File: src/rtl/tt_um_ay5876_debounce_edge_counter.sv
// Synchronises and debounces a raw pad input, detects edges on the clean level and counts them.
// Define COUNT_SAT_EN to make the event count saturate at 63 instead of wrapping.
module tt_um_ay5876_debounce_edge_counter #(
   parameter int SYNC_STAGES     = 2,
   parameter int DEBOUNCE_CYCLES = 16
) (
   input  logic       clk,
   input  logic       rst_n,
   input  logic [7:0] ui_in,
   output logic [7:0] uo_out,
   input  logic [7:0] uio_in,
   output logic [7:0] uio_out,
   output logic [7:0] uio_oe,
   input  logic       ena
);

   localparam int DW = $clog2(DEBOUNCE_CYCLES + 1);
   localparam logic [DW-1:0] DLAST = DW'(DEBOUNCE_CYCLES - 1);

   logic [3:0]    sync_q [SYNC_STAGES];
   logic          dbLevel_q, dbLevel_d;
   logic [DW-1:0] dcnt_q, dcnt_d;
   logic          edgePulse_q, edgePulse_d;
   logic [5:0]    count_q, count_d;

   logic       rawS;
   logic       clrS;
   logic [1:0] modeS;
   logic       update;
   logic       modeMatch;
   logic       unused;

   always_ff @(posedge clk or negedge rst_n) begin
      if (!rst_n) begin
         for (int i = 0; i < SYNC_STAGES; i++) begin
            sync_q[i] <= 4'h0;
         end
      end else begin
         sync_q[0] <= ui_in[3:0];
         for (int i = 1; i < SYNC_STAGES; i++) begin
            sync_q[i] <= sync_q[i-1];
         end
      end
   end

   assign rawS  = sync_q[SYNC_STAGES-1][0];
   assign clrS  = sync_q[SYNC_STAGES-1][1];
   assign modeS = sync_q[SYNC_STAGES-1][3:2];

   // A level is only accepted after DEBOUNCE_CYCLES consecutive disagreeing samples.
   always_comb begin
      dbLevel_d = dbLevel_q;
      dcnt_d    = dcnt_q;
      update    = 1'b0;
      if (rawS == dbLevel_q) begin
         dcnt_d = '0;
      end else if (dcnt_q == DLAST) begin
         dbLevel_d = rawS;
         dcnt_d    = '0;
         update    = 1'b1;
      end else begin
         dcnt_d = dcnt_q + DW'(1);
      end
   end

   always_comb begin
      modeMatch = 1'b0;
      case (modeS)
         2'b00:   modeMatch = rawS;
         2'b01:   modeMatch = ~rawS;
         2'b10:   modeMatch = 1'b1;
         default: modeMatch = 1'b0;
      endcase
      edgePulse_d = update & modeMatch;
   end

   // Clear wins over a coincident counted edge.
   always_comb begin
      count_d = count_q;
      if (clrS) begin
         count_d = 6'd0;
      end else if (edgePulse_d) begin
`ifdef COUNT_SAT_EN
         if (count_q != 6'h3F) begin
            count_d = count_q + 6'd1;
         end
`else
         count_d = count_q + 6'd1;
`endif
      end
   end

   always_ff @(posedge clk or negedge rst_n) begin
      if (!rst_n) begin
         dbLevel_q   <= 1'b0;
         dcnt_q      <= '0;
         edgePulse_q <= 1'b0;
         count_q     <= 6'd0;
      end else begin
         dbLevel_q   <= dbLevel_d;
         dcnt_q      <= dcnt_d;
         edgePulse_q <= edgePulse_d;
         count_q     <= count_d;
      end
   end

   assign uo_out  = {count_q, edgePulse_q, dbLevel_q};
   assign uio_out = 8'h00;
   assign uio_oe  = 8'h00;
   assign unused  = &{1'b0, ui_in[7:4], uio_in, ena};

endmodule

File: config.mk
export PLATFORM = sky130hd
export DESIGN_NAME = tt_um_ay5876_debounce_edge_counter
export DESIGN_NICKNAME = d
export VERILOG_FILES = /design/src/rtl/tt_um_ay5876_debounce_edge_counter.sv
export SDC_FILE = /design/constraint.sdc
export NUM_CORES = 1
export LEC_CHECK = 0
export ABC_AREA = 1
export CORE_MARGIN = 5
export CORE_UTILIZATION = 47
export CTS_BUF_LIST = sky130_fd_sc_hd__clkbuf_4
export DETAILED_ROUTE_END_ITERATION = 10
export PLACE_DENSITY = 0.9
export SLEW_MARGIN = 30
export SYNTH_ARGS = -nofsm -noshare
export SYNTH_HDL_FRONTEND = slang
export SYNTH_SLANG_ARGS = --single-unit
File: constraint.sdc
create_clock -name clk -period 2.6 [get_ports clk]
set_clock_uncertainty 0.05 [all_clocks]
set_input_delay 0.65 -clock clk [delete_from_list [all_inputs] [get_ports clk]]
set_output_delay 0.65 -clock clk [all_outputs]
set_load 0.01 [all_outputs]
# Word level (Yosys, flattened, before mapping)
# Index checks and enable logic that the tools add are counted.
op_classes:
  reduce_logical: 3
  n_eq_ne: 4
  bitwise: 3
  muxes: 7
  addsub: 2
op_table:
  columns: ["cell", "n"]
  rows:
  - ["$mux W6", 2]
  - ["$mux W5", 2]
  - ["$add A6 B1 Y6 const B", 1]
  - ["$add A5 B1 Y5 const B", 1]
  - ["$eq A5 B4 Y1 const B", 1]
  - ["$pmux W1 S3", 1]
  - ["$eq A2 B1 Y1 const B", 1]
  - ["$eq A2 B2 Y1 const B", 1]
  - ["$logic_not A2 Y1", 1]
  - ["$mux W1", 2]
  - ["$not A1 Y1", 2]
  - ["$reduce_and A2 Y1", 1]
  - ["$reduce_bool A2 Y1", 1]
  - ["$and A1 B1 Y1", 1]
  - ["$eq A1 B1 Y1", 1]
totals:
  output_inout_bits: 24
  inputBits: 19
  register_bits: 21

# Depth between registers and ports, before layout
logic_depth:
  ltp_word: 6
  depth_mapped: 7
  mapped_depth_nobuf: 7

# Least setup slack after synthesis
# OpenSTA, ideal clock, no wires.
synth_timing:
  kind: "reg2out"
  start: "reg dbLevel_q"
  end: "out uo_out[0]"
  slack_ns: 1.356
  path_buffers: 1
  stages_incl_launch_ff: 2
  arrival_time_ns: 0.544
  cell_sequence: "dfrtp_1 > buf_4"
synth_lines:
  columns: ["item", "line", "source"]
  rows:
  - ["start, declared", "21", "logic dbLevel_q, dbLevel_d;"]
  - ["start signal, assigned", "100", "dbLevel_q <= dbLevel_d;"]
  - ["end, declared", "10", "output logic [7:0] uo_out,"]
# No word-level cell between the ends.

# Final worst setup path
layout_timing:
  start: "reg count_q[2]"
  end: "out uo_out[4]"
layout_lines:
  columns: ["item", "line", "source"]
  rows:
  - ["start, declared", "24", "logic [5:0] count_q, count_d;"]
  - ["start signal, assigned", "103", "count_q <= count_d;"]
# No word-level cell between the ends.

==> results_dict.tcl <==
set metrics [dict create \
    via_per_inst 4.44 \
    drt_first_pass_iters 4 \
    grt_pass1_wl_um 2410 \
    ys_ff_latch 21 \
    grt_max_degree 22 \
    hold_viol_final 0 \
    slowest_stage "clkdlybuf4s50_1" \
    cap_violations 0 \
    worstReg2RegEnd "count_q[1]$_DFFE_PN0P_" \
    yosys.area.top_type "dfrtp_1" \
    vdd_drop_max_mv 0.414 \
    crit_arrival_ns 1.35 \
    place_inst 146 \
    htreeDepth 1 \
    worstSetupEndpointType "primary output" \
    clock-sinks 21 \
    crit_family "buffers and inverters" \
    route.detailed.drc 0 \
    cts_resized 0 \
    yosys.area.top_type_share 0.517 \
    holdWs_ns 0.309 \
    syn_avg_cell_area_um2 9.41 \
    r2r-start "dcnt_q[0]$_DFF_PN0_" \
    crit_required_ns 1.90 \
    slowest_delay_ns 0.58 \
    postSynthCellCount 108 \
    slew_violations 0 \
    cts_root_buf "clkbuf_4" \
    rr_worst_depth 7 \
    setup-violations-final 0 \
    worst-path-buf-inv 1 \
    core_area_mm2 0.00200 \
    cts_made_buffers 3 \
    whs_path_depth 0 \
    rows 16 \
    cts_tree "built" \
    synth_cell_types 18 \
    power_mw 0.577 \
    num_vias 666 \
    cts.clk_slew.worst_paths_ns 0.11 \
    gp_congestion 0.816 \
    io_buffer_count 13 \
    cts_buffer_depth 2 \
    final_util 0.568 \
    postCtsSetupBuffers 0 \
    max_freq_ghz 0.488 \
    drive_gt1_frac 0.0813 \
    ant_nets 0 \
    clock_latency_ns 0.30 \
    synth_area_mm2 0.00102 \
    grtUsageTotal 0.0970 \
    routed_wl_um 1420 \
    worstPathCellList "clkdlybuf4s50_1" \
    crit_type "reg -> out" \
    io_pins 43 \
    worst_setup_path_start_kind "register" \
    powerDensity_mw_per_mm2 508 \
    fin_area_mm2 0.00114 \
    dieArea_mm2 0.00319 \
    fin_setup_tns_ns 0 \
    die_y_um 56.5 \
    r2r_setup_slack_ns 1.24 \
    setup_ws_ns 0.553 \
    grt-ovfl-total 0 \
    period_share 0.787 \
    grt_pass1_vias 581 \
    drtIter0Drc 12 \
    p_leak_nw 0.585 \
    hold_path_class "reg -> reg" \
    wl_per_cell_um 9.48 \
    rsz0062_at_grt "no" \
    period_minus_slack_ns 2.05 \
    worstHoldEndpoint "rawS$_DFF_PN0_" \
    postCtsHoldBufs 0 \
    layout_common_cells "nand2_1, dfrtp_1, conb_1" \
    yosys_warnings 0 \
    hp-start "sync_q[4]$_DFF_PN0_" \
    status "complete, no violations" \
    ys_seq_area_frac 0.517 \
    die_x_um 56.5 \
    area_growth_pct 11.8 \
    antenna_found_initial 0 \
    preCtsSetupSlack_ns 0.895 \
    final_nets 145 \
    layout_commonest_cell "nand2_1" \
    diodes 0 \
    synthTopCellsByArea "dfrtp_1, buf_4, nand2_1, nand3_1, nor2_1" \
    fin_cells 150 \
    initial_core_util 0.507 \
    dpl-instance-area_mm2 0.00111 \
    hpwl_um 1130 \
    cp_max_fo 6 \
]
-- flip-flops by register name (all words and copies together) (netlist names) --
| register | count |
|---|---|
| count_q | 6 |
| dcnt_q | 5 |
| sync_q | 4 |
| modeS | 2 |
| clrS | 1 |
| dbLevel_q | 1 |
| edgePulse_q | 1 |
| rawS | 1 |
-- worst max-delay path by stage --
stage,cells past startpoint,from,endpoint
2_1_floorplan,1,dbLevel_q$_DFFE_PN0P_,uo_out[0]
3_5_place_dp,1,count_q[2]$_DFFE_PN0P_,uo_out[4]
5_1_grt,1,count_q[2]$_DFFE_PN0P_,uo_out[4]
3_3_place_gp,1,count_q[2]$_DFFE_PN0P_,uo_out[4]
6_report,1,count_q[2]$_DFFE_PN0P_,uo_out[4]
4_1_cts,1,count_q[2]$_DFFE_PN0P_,uo_out[4]
-- routing by layer --
layer,vias to the layer above,global-route usage,part of all wire
met3,5,0.0298,0.12
met4,0,0.0610,0.023
met1,302,0.109,0.40
met2,29,0.158,0.45
met5,-,0,0
li1,330,-,-
-- cells in the mapped netlist (all sizes together) --
cell type / instances
buf: 18
a21oi: 1
conb: 1
nand2: 25
nand3: 12
o21bai: 2
ha: 2
xor2: 3
nor2: 12
o21ai: 1
dfrtp: 21
and3: 1
xnor2: 1
inv: 8
-- kinds of logic after synthesis --
logic type,share of synthesized area
compound gates,0.0246
flops,0.517
simple gates,0.225
fa+ha+maj,0.0246
buf+inv,0.163
other cells,0.00369
xor+xnor,0.0419
-- final cells by class --
class                      count  area (µm²)
tap                           27        33.8
fill                         192         866
multi-input combinational     76         382
clock inverter                 1        5.00
timing repair buffer          14         138
sequential                    21         526
clock buffer                   3        22.5
inverter                       8        30.0
-- power by group --
group	switching (mW)	internal [mW]	leakage, nW	total [mW]
clock network	0.0947	0.0574	0.0177	0.152
registers	0.0145	0.342	0.270	0.356
logic	0.0396	0.0293	0.297	0.0689
No activity file was read; power rests on OpenSTA's default activity.
